===== src/rtl/crypto_host_if.sv =====
// Host-side initiator for the crypto core control unit: one request in flight.
// Optional wait-state timeout abort is enabled by defining CRYPTO_HOST_TIMEOUT_EN.
module crypto_host_if #(
    parameter int DATA_W      = 128,
    parameter int TIMEOUT_CYC = 255
) (
    input  logic              clk,
    input  logic              rst,
    input  logic              req_valid,
    output logic              req_ready,
    input  logic [1:0]        req_mode,
    input  logic [DATA_W-1:0] req_data,
    input  logic [DATA_W-1:0] req_key,
    output logic              core_bgn,
    output logic [1:0]        core_mode,
    output logic [DATA_W-1:0] core_din,
    output logic [DATA_W-1:0] core_kin,
    input  logic              core_ld,
    input  logic              core_out_data,
    input  logic              core_out_key,
    input  logic              core_fin,
    input  logic [DATA_W-1:0] core_bus,
    output logic              rsp_valid,
    input  logic              rsp_ready,
    output logic [DATA_W-1:0] rsp_data,
    output logic [DATA_W-1:0] rsp_key,
    output logic              rsp_err,
    output logic              busy
);

    typedef enum logic [2:0] {
        IDLE, ISSUE, WAIT_LD, WAIT_DATA, WAIT_KEY, WAIT_FIN, RESP
    } state_t;

    state_t            state_q, state_d;
    logic [1:0]        mode_q, mode_d;
    logic [DATA_W-1:0] din_q, din_d;
    logic [DATA_W-1:0] kin_q, kin_d;
    logic [DATA_W-1:0] data_q, data_d;
    logic [DATA_W-1:0] key_q, key_d;
    logic              err_q, err_d;
    logic              wait_st;

    assign wait_st = (state_q == WAIT_LD) || (state_q == WAIT_DATA) ||
                     (state_q == WAIT_KEY) || (state_q == WAIT_FIN);

`ifdef CRYPTO_HOST_TIMEOUT_EN
    localparam int CW = ($clog2(TIMEOUT_CYC + 1) > 8) ?
                        $clog2(TIMEOUT_CYC + 1) : 8;
    logic [CW-1:0] cnt_q, cnt_d;
    logic          tmo;

    assign tmo   = wait_st && (cnt_q == CW'(TIMEOUT_CYC));
    assign cnt_d = (state_d != state_q || !wait_st) ? '0 : cnt_q + 1'b1;

    always_ff @(posedge clk or posedge rst) begin
        if (rst) cnt_q <= '0;
        else     cnt_q <= cnt_d;
    end
`else
    logic tmo;
    logic unused_tmo_cfg;
    assign tmo            = 1'b0;
    assign unused_tmo_cfg = (TIMEOUT_CYC != 0);
`endif

    always_ff @(posedge clk or posedge rst) begin
        if (rst) state_q <= IDLE;
        else     state_q <= state_d;
    end

    always_ff @(posedge clk or posedge rst) begin
        if (rst) begin
            mode_q <= 2'b00;
            din_q  <= '0;
            kin_q  <= '0;
            data_q <= '0;
            key_q  <= '0;
            err_q  <= 1'b0;
        end else begin
            mode_q <= mode_d;
            din_q  <= din_d;
            kin_q  <= kin_d;
            data_q <= data_d;
            key_q  <= key_d;
            err_q  <= err_d;
        end
    end

    // A premature core_fin aborts the wait; uncaptured fields stay zero.
    always_comb begin
        state_d = state_q;
        mode_d  = mode_q;
        din_d   = din_q;
        kin_d   = kin_q;
        data_d  = data_q;
        key_d   = key_q;
        err_d   = err_q;
        unique case (state_q)
            IDLE: if (req_valid) begin
                mode_d = req_mode;
                din_d  = req_data;
                kin_d  = req_key;
                data_d = '0;
                key_d  = '0;
                if (req_mode == 2'b01 || req_mode == 2'b10) begin
                    state_d = ISSUE;
                    err_d   = 1'b0;
                end else begin
                    state_d = RESP;
                    err_d   = 1'b1;
                end
            end
            ISSUE: state_d = WAIT_LD;
            WAIT_LD: begin
                if (core_fin) begin
                    state_d = RESP;
                    err_d   = 1'b1;
                end else if (core_ld) begin
                    state_d = WAIT_DATA;
                end
            end
            WAIT_DATA: begin
                if (core_fin) begin
                    state_d = RESP;
                    err_d   = 1'b1;
                end else if (core_out_data) begin
                    data_d  = core_bus;
                    state_d = WAIT_KEY;
                    if (core_out_key) err_d = 1'b1;
                end else if (core_out_key) begin
                    err_d = 1'b1;
                end
            end
            WAIT_KEY: begin
                if (core_fin) begin
                    state_d = RESP;
                    err_d   = 1'b1;
                end else if (core_out_key) begin
                    key_d   = core_bus;
                    state_d = WAIT_FIN;
                end
            end
            WAIT_FIN: if (core_fin) state_d = RESP;
            RESP: if (rsp_ready) begin
                state_d = IDLE;
                mode_d  = 2'b00;
            end
            default: state_d = IDLE;
        endcase
        if (tmo && state_d == state_q) begin
            state_d = RESP;
            err_d   = 1'b1;
        end
    end

    always_comb begin
        req_ready = (state_q == IDLE);
        core_bgn  = (state_q == ISSUE);
        rsp_valid = (state_q == RESP);
        busy      = (state_q != IDLE);
        core_mode = mode_q;
        core_din  = din_q;
        core_kin  = kin_q;
        rsp_data  = data_q;
        rsp_key   = key_q;
        rsp_err   = err_q;
    end

endmodule

===== config.mk =====
export PLATFORM = sky130hd
export DESIGN_NAME = crypto_host_if
export DESIGN_NICKNAME = d
export VERILOG_FILES = /design/src/rtl/crypto_host_if.sv
export SDC_FILE = /design/constraint.sdc
export NUM_CORES = 1
export LEC_CHECK = 0
export ABC_AREA = 1
export BUFFER_PORTS_ARGS = -buffer_cell sky130_fd_sc_hd__buf_4
export CAP_MARGIN = 25
export CORE_AREA = 2 2 352 354
export CTS_CLUSTER_DIAMETER = 40
export DETAILED_ROUTE_END_ITERATION = 7
export DIE_AREA = 0 0 354 356
export PLACE_DENSITY = 0.38
export SYNTH_ARGS = -nofsm -noshare
export SYNTH_HDL_FRONTEND = slang
export SYNTH_SLANG_ARGS = --single-unit

===== constraint.sdc =====
create_clock -name clk -period 43.4 [get_ports clk]
set_input_delay 8.68 -clock clk [delete_from_list [all_inputs] [get_ports clk]]
set_output_delay 8.68 -clock clk [all_outputs]
set_load 0.03 [all_outputs]

==> results of run 1 <==
-- Yosys cell counts (all sizes together) --
cell type	n	area, um2
dfrtp	518	13000
nor2	16	82.6
inv	16	60.1
buf	112	672
nand3	141	711
nor3	1	5.00
nand4	1	6.26
nand2	1317	4950
clkbuf	30	124
o21ai	135	683
-- through the flow --
| stage | power (W) | util | std cells | setup slack (ns) |
|---|---|---|---|---|
| final | 0.00302 | 0.266 | 4935 | 32.45 |
| after global routing | 0.00318 | 0.266 | 4934 | 31.95 |
| after CTS | 0.00307 | 0.266 | 4924 | 32.11 |
| after detailed placement | 0.00212 | 0.233 | 4714 | 31.33 |
| after global placement | 0.00212 | 0.233 | 4714 | 31.36 |
| after floorplan | 0.00156 | - | 2287 | 20.25 |
-- power by group through the flow --
stage | logic (W) | clock network, W | registers (W)
3_3_place_gp | 0.00131 | 0 | 0.000814
2_1_floorplan | 0.000363 | 0 | 0.00120
6_report | 0.00129 | 0.000916 | 0.000809
5_1_grt | 0.00138 | 0.000966 | 0.000834
3_5_place_dp | 0.00131 | 0 | 0.000813
4_1_cts | 0.00131 | 0.000944 | 0.000811
-- layer usage --
metal  wire (um)  track usage  vias up
met1       39600        0.178     8900
met4        2930       0.0622       12
met5          82            0        -
li1            -            -     8990
met3        7230       0.0509      155
met2       48100        0.249      547
-- state kept, by name (all words and copies together) (netlist names) --
register and cells:
rsp_err 1, state_q 3, core_din 128, core_kin 128, rsp_key 128, core_mode 2
rsp_data 128
-- path summary, 6_finish.rpt --
check | to | slack, ns | cells past startpoint
max | core_din[90]$_DFFE_PP0P_ | 32.45 | 5
min | rsp_data[37]$_DFFE_PP0P_ | 0.47 | 2
max reg2reg | rsp_key[97]$_DFFE_PP0P_ | 39.46 | 9
min reg2reg | rsp_data[37]$_DFFE_PP0P_ | 0.47 | 2
max in group clk | core_din[40]$_DFFE_PP0P_ | 32.64 | 8
min in group asynchronous | core_kin[125]$_DFFE_PP0P_ | 8.08 | 2
-- cell type report --
cell class | instances | share of cell area
inverter | 16 | 0.00237
timing repair buffer | 933 | 0.216
multi-input combinational | 1611 | 0.198
sequential | 518 | 0.397
clock buffer | 136 | 0.0937
tap | 1637 | 0.0627
clock inverter | 74 | 0.0306
antenna | 10 | 0.000766
-- worst max-delay path, stage by stage --
cell,delay (ns)
buf_4,0.13
inv_8,0.46
buf_4,0.68
buf_12,0.61
buf_4,0.80
-- cells by family (layout without fill, tap and decap cells) --
kind of cell	after synthesis	after routing	share of synthesized area
compound gates	135	135	0.0337
buf+inv	158	1159	0.0423
flops	518	518	0.640
other cells	0	10	0
simple gates	1476	1476	0.284
==> flow_metrics.tcl, run 1 <==
set metrics [dict create \
    status "completed" \
    drtAntennaViolNets 0 \
    grt.total_usage 0.150 \
    grt_pass1_wl_mm 138 \
    rsz0062_at_grt "false" \
    p_int_w 0.00169 \
    cts_hold_buf 0 \
    layout_commonest_cell "nand2_1" \
    switching_share 0.438 \
    clockBufferDepth 3 \
    antenna_found_initial 15 \
    place_area_mm2 0.0286 \
    leakagePower_nw 17.3 \
    min_period_over_period 0.252 \
    slew_headroom 0.306 \
    syn_inst 2287 \
    num-fill-cells 13500 \
    finalHoldViolCount 0 \
    regArea_mm2 0.0130 \
    area_growth_pct 61.4 \
    port_buffers 912 \
    htreeDepth 3 \
    die_y_um 356 \
    multiInputGateArea_mm2 0.00646 \
    cts_buffers 112 \
    fin_crit_ns 10.95 \
    dp_hpwl_mm 70.1 \
    gp_congestion 0.828 \
    fin_area_mm2 0.0327 \
    hp-class "reg -> reg" \
    holdWs_ns 0.466 \
    cts_tree "done" \
    clkTransAtPathRegs_ns 0.05 \
    grt_max_degree 138 \
    synth_nets 2681 \
    critical_path_arrival_ns 11.63 \
    path_class "in -> async" \
    fin_nets 3586 \
    clockRootBuffer "clkbuf_16" \
    worst_pin_slew_ns 1.04 \
    min_from "rsp_data[37]$_DFFE_PP0P_" \
    synth_cell_types 20 \
    overflow 0 \
    yosys_register_bits 518 \
    drt-wirelength-per-cell_um 19.8 \
    ios 913 \
    cp_max_fo 127 \
    cap_violations 0 \
    first_pass_iters 5 \
    die_width_um 354 \
    postCtsSetupRepairBufs 0 \
    post_cts_resized 0 \
    die_area_mm2 0.126 \
    fmax_ghz 0.0914 \
    via_per_inst 3.77 \
    vias 18600 \
    synthesis.area_mm2 0.0203 \
    avgSynthCellArea_um2 8.86 \
    drive_gt1_frac 0.349 \
    p_clk_frac 0.304 \
    fp.coreArea_mm2 0.123 \
    drtIter0Drc 1146 \
    rr_startpoint "state_q[0]$_DFFE_PP0P_" \
    setup_viol 0 \
    layout_common_cells "1,315 x nand2_1, 930 x buf_4, 518 x dfrtp_1, 140 x nand3_1, 123 x o21ai_1" \
    drv_slew 0 \
    crit_start "rst" \
    yosys_warnings 0 \
    cp.required_ns 44.09 \
    clock_latency_ns 0.71 \
    cp-end-kind "asynchronous set/reset pin" \
    drc 0 \
    start_util 0.165 \
    combPwrFrac 0.428 \
    wl_mm 98.0 \
    p_seq_frac 0.268 \
    power-per-cell-area_mw_per_mm2 92.3 \
    tns_ns 0 \
    seq_area_frac_synth 0.640 \
    cp-start-kind "input port" \
    worst_clock_skew_ns 0.0504 \
    cts.sinks 518 \
    irDropWorstVdd_mv 0.0373 \
    p_sw_w 0.00132 \
    grt_pass1_vias 18900 \
    row_count 129 \
]
(Power assumes the default switching activity.)
==> run 2, diff against run 1 <==
ABC_AREA = 0   (was 1)
CORE_AREA = 2 2 357 359   (was 2 2 352 354)
DIE_AREA = 0 0 359 361   (was 0 0 354 356)
PLACE_DENSITY = 0.37   (was 0.38)
clock period = 9.75 ns   (was 43.4 ns; I/O delays follow)
==> run 2 against run 1 <==
Setup slack worse by 27 ns. Clock skew down 0.014 ns. Clock power rose to 4.3 times the previous value. Largest power group unchanged.
==> flow_metrics.tcl, run 2 <==
set metrics [dict create \
    cts_hold_buf 0 \
    cts.sinks 518 \
    cp_max_fo 20 \
    fin_crit_ns 4.30 \
    synth_cell_types 35 \
    dp_slack_ns 5.13 \
    min_path_cells 2 \
    postCtsSetupRepairBufs 0 \
    layout_commonest_cell "buf_4" \
    layout_common_cells "926 x buf_4, 518 x dfrtp_1, 267 x nand2_1, 239 x mux2_2, 129 x a22o_1" \
    min_period_over_period 0.441 \
    switching_share 0.409 \
    grt_pass1_vias 16800 \
    num-fill-cells 13300 \
    multiInputGateArea_mm2 0.00598 \
    cap_violations 0 \
    synth_flop_cell "dfrtp_1" \
    cts_tree "done" \
    syn_inst 1450 \
    cp-end-kind "primary output" \
    drc 0 \
    first_pass_iters 4 \
    clkTransAtPathRegs_ns 0.05 \
    ios 913 \
    worst_clock_skew_ns 0.0364 \
    r2r_slack_ns 6.53 \
    setup_viol 0 \
    via_per_inst 3.74 \
    synthTopCellsByArea "dfrtp_1 66%, mux2_2 14%, a22o_1 5.8%, nand2_1 5.1%, o21ai_0 3.2%" \
    final_cells 4128 \
    die_area_mm2 0.130 \
    antenna_found_initial 13 \
    worst_pin_slew_ns 0.998 \
    slew_headroom 0.335 \
    post_cts_resized 0 \
    clockRootBuffer "clkbuf_16" \
    area_growth_pct 63.3 \
    clock_latency_ns 0.72 \
    critical_path_arrival_ns 2.35 \
    wl_mm 83.8 \
    leakagePower_nw 15.2 \
    min_to "rsp_key[36]$_DFFE_PP0P_" \
    min_from "rsp_key[36]$_DFFE_PP0P_" \
    rr_endpoint "core_din[112]$_DFFE_PP0P_" \
    p_int_w 0.00791 \
    dp_cells 3923 \
    combPwrFrac 0.424 \
    drtAntennaViolNets 0 \
    drt-wirelength-per-cell_um 20.3 \
    grt_pass1_wl_mm 121 \
    path_class "reg -> out" \
    r2r_cells 4 \
    finalHoldViolCount 0 \
    overflow 0 \
    synth_nets 1844 \
    fp.coreArea_mm2 0.125 \
    dp_hpwl_mm 62.5 \
    tns_ns 0 \
    seq_area_frac_synth 0.661 \
    die_y_um 361 \
    power-per-cell-area_mw_per_mm2 418 \
    holdWs_ns 0.481 \
    irDropWorstVdd_mv 0.173 \
    cts_buffers 106 \
    yosys_warnings 0 \
    fmax_ghz 0.233 \
    regArea_mm2 0.0130 \
    grt.total_usage 0.127 \
    htreeDepth 3 \
    drtIter0Drc 625 \
    cp.required_ns 7.80 \
    yosysMostFrequentCell "dfrtp_1" \
    drv_slew 0 \
    die_width_um 359 \
    row_count 130 \
    synth-async-reset-ratio 1.00 \
    hp-class "reg -> reg" \
    synth_top_area_cell "dfrtp_1" \
    p_sw_w 0.00548 \
    power_w 0.0134 \
    yosys_register_bits 518 \
    rr_startpoint "state_q[0]$_DFFE_PP0P_" \
    grt_max_degree 160 \
    p_clk_frac 0.296 \
    gp_congestion 0.807 \
    port_buffers 912 \
    synth_top_area_share 0.661 \
    setup_ws_ns 5.45 \
    fin_nets 2777 \
    avgSynthCellArea_um2 13.5 \
    clockBufferDepth 3 \
    start_util 0.156 \
    synth-edff-count 0 \
    p_seq_frac 0.280 \
    status "completed" \
    yosys-top-cells-count "518 x dfrtp_1, 267 x nand2_1, 239 x mux2_2" \
    synthesis.area_mm2 0.0196 \
    drive_gt1_frac 0.553 \
    cp-start-kind "register" \
    rsz0062_at_grt "false" \
    vias 15400 \
]
==> run 2: worst max-delay path, stage by stage, from the launching register on <==
cell and delay, ns:
dfrtp_1 0.58, nor3_1 0.55, inv_1 0.26, buf_4 0.24
==> run 2: cells by family after synthesis <==
family	count (synthesis)	share of synthesized area
mux	259	0.149
buf+inv	110	0.0355
compound gates	271	0.0951
simple gates	291	0.0593
flops	518	0.661
xor+xnor	1	0.000447
==> run 2: power groups by stage <==
stage	combinational, W	clock (W)	sequential, W
after CTS	0.00579	0.00408	0.00377
final	0.00568	0.00396	0.00375
after global placement	0.00575	0	0.00376
after detailed placement	0.00579	0	0.00377
after global routing	0.00599	0.00419	0.00389
after floorplan	0.00143	0	0.00561
==> run 2: final cells by class <==
cell class | count | area share
antenna | 1 | 0.0000781
clock buffer | 129 | 0.0890
clock inverter | 73 | 0.0342
inverter | 4 | 0.000586
multi-input combinational | 822 | 0.187
sequential | 518 | 0.405
tap | 1650 | 0.0644
timing repair buffer | 931 | 0.220
==> run 2: worst max path at each step <==
stage	start	endpoint	slack, ns	depth (start not counted)
floorplan	rst	core_din[0]$_DFFE_PP0P_	0.76	1
global placement	req_valid	core_kin[40]$_DFFE_PP0P_	5.19	5
detailed placement	req_valid	core_din[118]$_DFFE_PP0P_	5.13	5
CTS	state_q[0]$_DFFE_PP0P_	busy	5.25	3
global route	state_q[0]$_DFFE_PP0P_	busy	5.23	3
finish	state_q[0]$_DFFE_PP0P_	busy	5.45	3
==> run 2: stage by stage <==
stage | util | instance area, um2
floorplan | - | 19600
global placement | 0.224 | 28000
detailed placement | 0.224 | 28000
CTS | 0.255 | 32000
global route | 0.255 | 32000
finish | 0.255 | 32000
==> run 2: per-layer routing <==
layer / track usage / wire, um
met5: 0 / 138
met4: 0.0513 / 2560
met3: 0.0564 / 7870
met2: 0.227 / 43900
met1: 0.128 / 29400
==> run 3, diff against run 2 <==
clock period = 3.6 ns   (was 9.75 ns; I/O delays follow)
==> run 3 against run 2 <==
Worst hold slack worse by 0.35 ns. Final cell count up 0.36%. Clock power rose to 2.7 times the previous value. Power rose to 2.7 times the previous value. Clock-buffer cell count up 16. Non-clock buffer count up 12. Largest cell class unchanged. Highest routed layer unchanged.
==> flow_metrics.tcl, run 3 (synthesis gave the netlist of run 2 again) <==
set metrics [dict create \
    status "completed" \
    drtAntennaViolNets 0 \
    clkTransAtPathRegs_ns 0.05 \
    post_cts_resized 0 \
    grt_pass1_vias 16700 \
    grt.total_usage 0.128 \
    htreeDepth 3 \
    cap_violations 0 \
    grt_max_degree 129 \
    fp.coreArea_mm2 0.125 \
    worst_pin_slew_ns 0.931 \
    dp_slack_ns 0.989 \
    antenna_found_initial 11 \
    area_growth_pct 63.9 \
    multiInputGateArea_mm2 0.00598 \
    fin_area_mm2 0.0321 \
    drc 0 \
    gp_congestion 0.792 \
    drtIter0Drc 621 \
    postCtsSetupRepairBufs 0 \
    power-per-cell-area_mw_per_mm2 1120 \
    num-fill-cells 13200 \
    die_area_mm2 0.130 \
    fin_crit_ns 2.80 \
    start_util 0.156 \
    min_period_over_period 0.777 \
    holdWs_ns 0.133 \
    hp-class "in -> async" \
    layout_common_cells "931 x buf_4, 518 x dfrtp_1, 267 x nand2_1, 239 x mux2_2, 129 x a22o_1" \
    layout_commonest_cell "buf_4" \
    vias 15500 \
    path_class "reg -> out" \
    cts_hold_buf 0 \
    rsz0062_at_grt "false" \
    fin_nets 2793 \
    drive_gt1_frac 0.556 \
    cp-start-kind "register" \
    regArea_mm2 0.0130 \
    setup_viol 0 \
    wl_mm 85.2 \
    via_per_inst 3.73 \
    drv_slew 0 \
    irDropWorstVdd_mv 0.491 \
    grt_pass1_wl_mm 122 \
    ios 913 \
    setup_ws_ns 0.803 \
    leakagePower_nw 15.2 \
    fmax_ghz 0.357 \
    drt-wirelength-per-cell_um 20.6 \
    place_area_mm2 0.0283 \
    die_width_um 359 \
    clock_latency_ns 0.69 \
    cp-end-kind "primary output" \
    critical_path_arrival_ns 2.08 \
    cp.required_ns 2.88 \
    overflow 0 \
    slew_headroom 0.379 \
    finalHoldViolCount 0 \
    first_pass_iters 4 \
    port_buffers 912 \
    die_y_um 361 \
    clockBufferDepth 3 \
    cts_tree "done" \
    clockRootBuffer "clkbuf_16" \
    cts_buffers 110 \
    row_count 130 \
    cp_max_fo 18 \
    worst_clock_skew_ns 0.0217 \
    cts.sinks 518 \
    dp_hpwl_mm 63.9 \
]
-- run 3: path summary, 6_finish.rpt --
check / startpoint / end / slack [ns] / cells past startpoint
worst max-delay path: state_q[2]$_DFFE_PP0P_ / rsp_valid / 0.80 / 3
worst min-delay path: rst / core_din[126]$_DFFE_PP0P_ / 0.13 / 2
worst max register to register: state_q[0]$_DFFE_PP0P_ / core_din[83]$_DFFE_PP0P_ / 1.10 / 4
worst min register to register: rsp_key[36]$_DFFE_PP0P_ / rsp_key[36]$_DFFE_PP0P_ / 0.48 / 2
max in group asynchronous: rst / core_kin[12]$_DFFE_PP0P_ / 2.36 / 3
min in group clk: req_key[5] / core_kin[5]$_DFFE_PP0P_ / 0.24 / 2
-- run 3: power breakdown --
group	internal (W)	switching [W]	total, W
clock	0.00694	0.00352	0.0105
sequential	0.00852	0.00163	0.0101
combinational	0.00583	0.00966	0.0155
total	0.0213	0.0148	0.0361
-- run 3: routing by layer --
layer,routed length [um],global-route usage,vias to the layer above
met3,7840,0.0583,150
li1,-,-,6990
met1,30600,0.133,7705
met2,43700,0.224,598
met5,103,0,-
met4,2900,0.0496,16
-- run 3: per-stage QoR --
| step | TNS, ns | std cells | util | power (W) |
|---|---|---|---|---|
| 3_5_place_dp | 0 | 3937 | 0.225 | 0.0260 |
| 6_report | 0 | 4143 | 0.256 | 0.0361 |
| 2_1_floorplan | -2152.94 | 1450 | - | 0.0191 |
| 4_1_cts | 0 | 4141 | 0.256 | 0.0368 |
| 5_1_grt | 0 | 4143 | 0.256 | 0.0379 |
| 3_3_place_gp | 0 | 3937 | 0.225 | 0.0259 |
-- run 3: area by class of cell --
type / count / share of cell area
Inverter: 4 / 0.000584
Multi-Input combinational cell: 822 / 0.186
Clock buffer: 145 / 0.0969
Timing Repair Buffer: 943 / 0.225
Clock inverter: 59 / 0.0239
Antenna cell: 2 / 0.000156
Sequential cell: 518 / 0.403
Tap cell: 1650 / 0.0642
-- run 3: critical path, cell delays in order (launching register included) --
cell     delay, ns
dfrtp_1       0.66
inv_1         0.22
nor3_1        0.25
buf_4         0.25
